File: config.mk
export PLATFORM = sky130hd
export DESIGN_NAME = spi_period_rx
export DESIGN_NICKNAME = d
export VERILOG_FILES = /design/src/rtl/spi_period_rx.sv
export SDC_FILE = /design/constraint.sdc
export NUM_CORES = 1
export LEC_CHECK = 0
export CAP_MARGIN = 20
export CORE_MARGIN = 2
export CORE_UTILIZATION = 49
export CTS_CLUSTER_DIAMETER = 30
export DETAILED_ROUTE_END_ITERATION = 6
export GPL_TIMING_DRIVEN = 1
export PLACE_DENSITY = 0.86
export SYNTH_ARGS = -nofsm -noshare
export SYNTH_HDL_FRONTEND = slang
export SYNTH_SLANG_ARGS = --single-unit
export TNS_END_PERCENT = 10
File: constraint.sdc
create_clock -name clk -period 6.9 [get_ports clk]
set_input_delay 1.035 -clock clk [delete_from_list [all_inputs] [get_ports clk]]
set_output_delay 1.035 -clock clk [all_outputs]
set_load 0.02 [all_outputs]
File: src/rtl/spi_period_rx.sv
// spi_period_rx: SPI slave receiving three note periods from the PIC.
// Pins are synchronised into clk; prd1..prd3 update together only after a
// complete frame of exactly NUM_W*PERIOD_W bits, MSB first (prd1 first).
// Optional macro SPI_ECHO_EN: sdo shifts out the last committed periods.
module spi_period_rx #(
    parameter int PERIOD_W = 33,
    parameter int NUM_W    = 3
) (
    input  logic                clk,
    input  logic                reset,
    input  logic                sck,
    input  logic                sdi,
    input  logic                load,
    output logic                sdo,
    output logic [PERIOD_W-1:0] prd1,
    output logic [PERIOD_W-1:0] prd2,
    output logic [PERIOD_W-1:0] prd3,
    output logic                prd_valid,
    output logic                frame_err
);
    localparam int N  = NUM_W * PERIOD_W;
    localparam int CW = $clog2(N + 2);

    typedef enum logic [1:0] {IDLE, SHIFT, COMMIT, ERROR} state_t;

    state_t              state_q, state_d;
    logic [2:0]          sck_q, sck_d;
    logic [2:0]          load_q, load_d;
    logic [1:0]          sdi_q, sdi_d;
    logic [N-1:0]        shreg_q, shreg_d;
    logic [CW-1:0]       bitcnt_q, bitcnt_d;
    logic [PERIOD_W-1:0] prd1_q, prd1_d, prd2_q, prd2_d, prd3_q, prd3_d;
    logic                prd_valid_q, prd_valid_d, frame_err_q, frame_err_d;
    logic                sck_rise, load_fall;

    // Two-flop synchronisers plus one history flop for edge detection on sck/load
    always_comb begin
        sck_d     = {sck_q[1:0], sck};
        load_d    = {load_q[1:0], load};
        sdi_d     = {sdi_q[0], sdi};
        sck_rise  = sck_q[1] & ~sck_q[2];
        load_fall = ~load_q[1] & load_q[2];
    end

    // Frame FSM: collect bits while load is high, commit or discard when it drops
    always_comb begin
        state_d     = state_q;
        shreg_d     = shreg_q;
        bitcnt_d    = bitcnt_q;
        prd1_d      = prd1_q;
        prd2_d      = prd2_q;
        prd3_d      = prd3_q;
        prd_valid_d = 1'b0;
        frame_err_d = 1'b0;
        case (state_q)
            IDLE: begin
                if (load_q[1]) begin
                    state_d  = SHIFT;
                    bitcnt_d = '0;
                end
            end
            SHIFT: begin
                if (load_fall) begin
                    state_d = (bitcnt_q == CW'(N)) ? COMMIT : ERROR;
                end else if (sck_rise && load_q[1]) begin
                    shreg_d  = {shreg_q[N-2:0], sdi_q[1]};
                    bitcnt_d = (bitcnt_q == CW'(N + 1)) ? bitcnt_q : bitcnt_q + 1'b1;
                end
            end
            COMMIT: begin
                prd1_d      = shreg_q[N-1 -: PERIOD_W];
                prd2_d      = shreg_q[N-1-PERIOD_W -: PERIOD_W];
                prd3_d      = shreg_q[PERIOD_W-1:0];
                prd_valid_d = 1'b1;
                state_d     = IDLE;
            end
            ERROR: begin
                frame_err_d = 1'b1;
                state_d     = IDLE;
            end
            default: state_d = IDLE;
        endcase
    end

    // State and output registers, cleared asynchronously
    always_ff @(posedge clk or posedge reset) begin
        if (reset) begin
            state_q     <= IDLE;
            sck_q       <= '0;
            load_q      <= '0;
            sdi_q       <= '0;
            shreg_q     <= '0;
            bitcnt_q    <= '0;
            prd1_q      <= '0;
            prd2_q      <= '0;
            prd3_q      <= '0;
            prd_valid_q <= 1'b0;
            frame_err_q <= 1'b0;
        end else begin
            state_q     <= state_d;
            sck_q       <= sck_d;
            load_q      <= load_d;
            sdi_q       <= sdi_d;
            shreg_q     <= shreg_d;
            bitcnt_q    <= bitcnt_d;
            prd1_q      <= prd1_d;
            prd2_q      <= prd2_d;
            prd3_q      <= prd3_d;
            prd_valid_q <= prd_valid_d;
            frame_err_q <= frame_err_d;
        end
    end

`ifdef SPI_ECHO_EN
    logic [N-1:0] echo_q, echo_d;

    // Echo register: snapshot committed periods at frame start, shift on sck falls
    always_comb begin
        echo_d = echo_q;
        if (state_q == IDLE && load_q[1])
            echo_d = {prd1_q, prd2_q, prd3_q};
        else if (state_q == SHIFT && load_q[1] && ~sck_q[1] && sck_q[2])
            echo_d = {echo_q[N-2:0], 1'b0};
    end

    // Echo shift register
    always_ff @(posedge clk or posedge reset) begin
        if (reset) echo_q <= '0;
        else       echo_q <= echo_d;
    end

    assign sdo = (state_q == SHIFT) & load_q[1] & echo_q[N-1];
`else
    assign sdo = 1'b0;
`endif

    assign prd1      = prd1_q;
    assign prd2      = prd2_q;
    assign prd3      = prd3_q;
    assign prd_valid = prd_valid_q;
    assign frame_err = frame_err_q;
endmodule

==> summary.md <==
| Metric | Value |
|---|---|
| WP buf/inv | 1 |
| Die Area | 0.01777 mm2 |
| Root Buffer Master | clkbuf_16 |
| Die height | 133.3 um |
| Syn-to-layout area delta | 31.69% |
| Starting Density | 0.4975 |
| Syn_area_per_cell | 9.051 um2 |
| Seq/Total Area, Yosys | 0.6629 |
| Tcrit/Tclk final | 0.3710 |
| Setup TNS | 0 ns |
| Netlist cell types | 32 |
| Pwr dens | 318.8 mW/mm2 |
| DR pass1 iterations | 4 |
| Antenna-violating nets left | 0 |
| GRT Resource Usage Total | 0.1997 |
| Initial DRC count | 450 |
| Reg2reg setup slack | 4.49 ns |
| Drt via density | 4.877 |
| Post-synth ARST share | 1.000 |
| Clock Path Buffers | 3 |
| Net Count, Synth | 912 |
| Post-synthesis cell count | 905 |
| Kind of cell adding the most delay to the critical path | buffers and inverters |
| # diodes | 0 |
| Syn. warnings | 0 |
| H-tree depth | 2 |
| Antenna violations before repair | 0 |
| Core Region | 0.01647 mm2 |
| Chip width | 133.3 um |
| CTS tree | done |
| Slowest stage delay, CP | 0.64 ns |
| WP data required | 5.86 ns |
| First-pass GRT wire length | 29.10 mm |
| Cts repair resizes | 0 |
| Post-Route WL | 17.09 mm |
| Critical path class | flip-flop to output port |
| Worst-skew pair later-pin latency | 0.50 ns |
| Top_reg_cell synth | dfrtp_1 |
| Skew final | 0.01922 ns |
| WL/cell | 13.51 um |
| Leak Pwr | 5.849 nW |
| Slew Limit Headroom | 0.2589 |
| Yosys reg bits | 217 |
| Outcome | finished, final reports clean |
| Vias in the first global route | 6130 |
| Hold buffers post-CTS | 0 |
| Final setup viols | 0 |
| PortBufs | 105 |
| EDFF count, synth | 0 |
| Sinks on the clock net | 217 |
| Routability congestion estimate | 0.7395 |
| Post-CTS setup buffer count | 0 |
| IO Pins | 107 |
| GR Overflow Total | 0 |
| CP Cell Sequence | clkdlybuf4s50_1 |
| Final-stage net count | 1022 |
| Unrepaired setup endpoints after global routing | no |
| Worst Hold Class | flip-flop to flip-flop |
| Worst-Margin Slew | 1.112 ns |
| Pin count of the biggest net entering global routing | 103 |
| Min Hold Slack | 0.3480 ns |
| Ratio of cells with drive above 1 in the final layout | 0.07751 |
| Rows | 47 |
| CP max FO | 2 |
| Most common cell after layout, fill and taps aside | nand2_1 |
| Critical Path Sink Type | output port |
| Final hold violations | 0 |
| Max Clock Freq | 0.3907 GHz |
| Worst ir drop on vdd | 0.0001950 V |
| Residual DRC | 0 |
| Post-layout min period | 2.560 ns |
| Via count | 6170 |
| Pins Over Slew Limit | 0 |
| Post-detail-place hpwl | 9.700 mm |
| Crit path DAT | 1.52 ns |
| Total CTS buffers | 40 |
| Critical Path Source Type | flip-flop |
| Most frequent cells in the layout | 600 x nand2_1, 217 x dfrtp_1, 105 x clkdlybuf4s50_1, 41 x clkbuf_16 |
| Fillers | 1260 |
| Post-Synthesis Cell Area | 0.008192 mm2 |
| Cell at the slowest stage of the critical path | clkdlybuf4s50_1 |
| Clk pin slew, worst setup/hold paths | 0.05 ns |
| Max_cap viols | 0 |
[area by class of cell]
cell class / instances / area, um2 / share of cell area
Sequential cell: 217 / 5430 / 0.5034
Clock inverter: 25 / 304.0 / 0.02818
Multi-Input combinational cell: 641 / 2551 / 0.2365
Tap cell: 220 / 275.3 / 0.02552
Clock buffer: 47 / 1079 / 0.09998
Timing Repair Buffer: 111 / 1129 / 0.1046
Inverter: 4 / 20.02 / 0.001856
[routing by layer]
metal | vias up | part of all wire | track usage | routed length (um)
met3 | 33 | 0.052 | 0.04871 | 889
met4 | 0 | 0.020 | 0.06028 | 335
met5 | - | 0 | 0 | 0
li1 | 2977 | - | - | -
met1 | 3010 | 0.44 | 0.2668 | 7593
met2 | 150 | 0.48 | 0.3273 | 8270
[report_power, final]
part	leakage (nW)	internal [mW]	switching, mW	total (mW)
clock network	0.670	1.29	0.677	1.97
logic	2.18	0.0415	0.0960	0.137
registers	3.00	1.30	0.0286	1.33
[sequential cells by signal (all words and copies together), names as in the netlist]
name and count:
prd1 33, state_q 2, prd2 33, bitcnt_q 7
frame_err 1, sdi_q 2, prd3 33, shreg_q 99
prd_valid 1, sck_q 3, load_q 3
[logic make-up (layout without fill, tap and decap cells)]
kind of cell | count (synthesis) | in the layout | synth area share
and+or+nand+nor | 623 | 623 | 0.2928
AOI/OAI and AO/OA | 13 | 13 | 0.01054
adders and majority gates | 2 | 2 | 0.003054
xor gates and xnor gates | 2 | 2 | 0.002139
other | 1 | 1 | 0.0004578
DFF | 217 | 217 | 0.6629
buffers and inverters | 47 | 187 | 0.02810
[per-stage QoR]
| stage | instance area (um2) | util | worst slack (ns) | std cells | total power, mW |
|---|---|---|---|---|---|
| floorplan | 8195 | - | 3.039 | 905 | 1.439 |
| global placement | 9358 | 0.5683 | 3.943 | 1191 | 1.484 |
| detailed placement | 9378 | 0.5695 | 3.922 | 1192 | 1.491 |
| CTS | 10760 | 0.6535 | 3.920 | 1264 | 3.469 |
| global route | 10790 | 0.6552 | 4.176 | 1265 | 3.556 |
| finish | 10790 | 0.6552 | 4.340 | 1265 | 3.439 |
[worst paths after layout]
path	start	endpoint	cells after the start
setup / recovery	prd2[5]	prd2[5]	1
hold / removal	load_q[0]	load_q[1]	0
setup reg to reg	state_q[0]	prd2[14]	6
hold reg to reg	load_q[0]	load_q[1]	0
max in group asynchronous	reset	shreg_q[92]	3
min in group asynchronous	reset	prd2[12]	2
[synth_stat cells (2+ instances only)]
cell type / instances / share of area
a22o_1: 2 / 0.0021
and3_1: 3 / 0.0023
buf_1: 8 / 0.0037
buf_2: 7 / 0.0043
buf_4: 12 / 0.011
clkbuf_1: 16 / 0.0073
dfrtp_1: 217 / 0.66
ha_1: 2 / 0.0031
inv_1: 3 / 0.0014
nand2_1: 600 / 0.27
nand2b_1: 4 / 0.0031
nand3_1: 3 / 0.0018
nor2_1: 3 / 0.0014
o21ai_0: 2 / 0.0012
o21ai_1: 5 / 0.0031
xor2_1: 2 / 0.0021
Power figures use the tool's default switching activity.
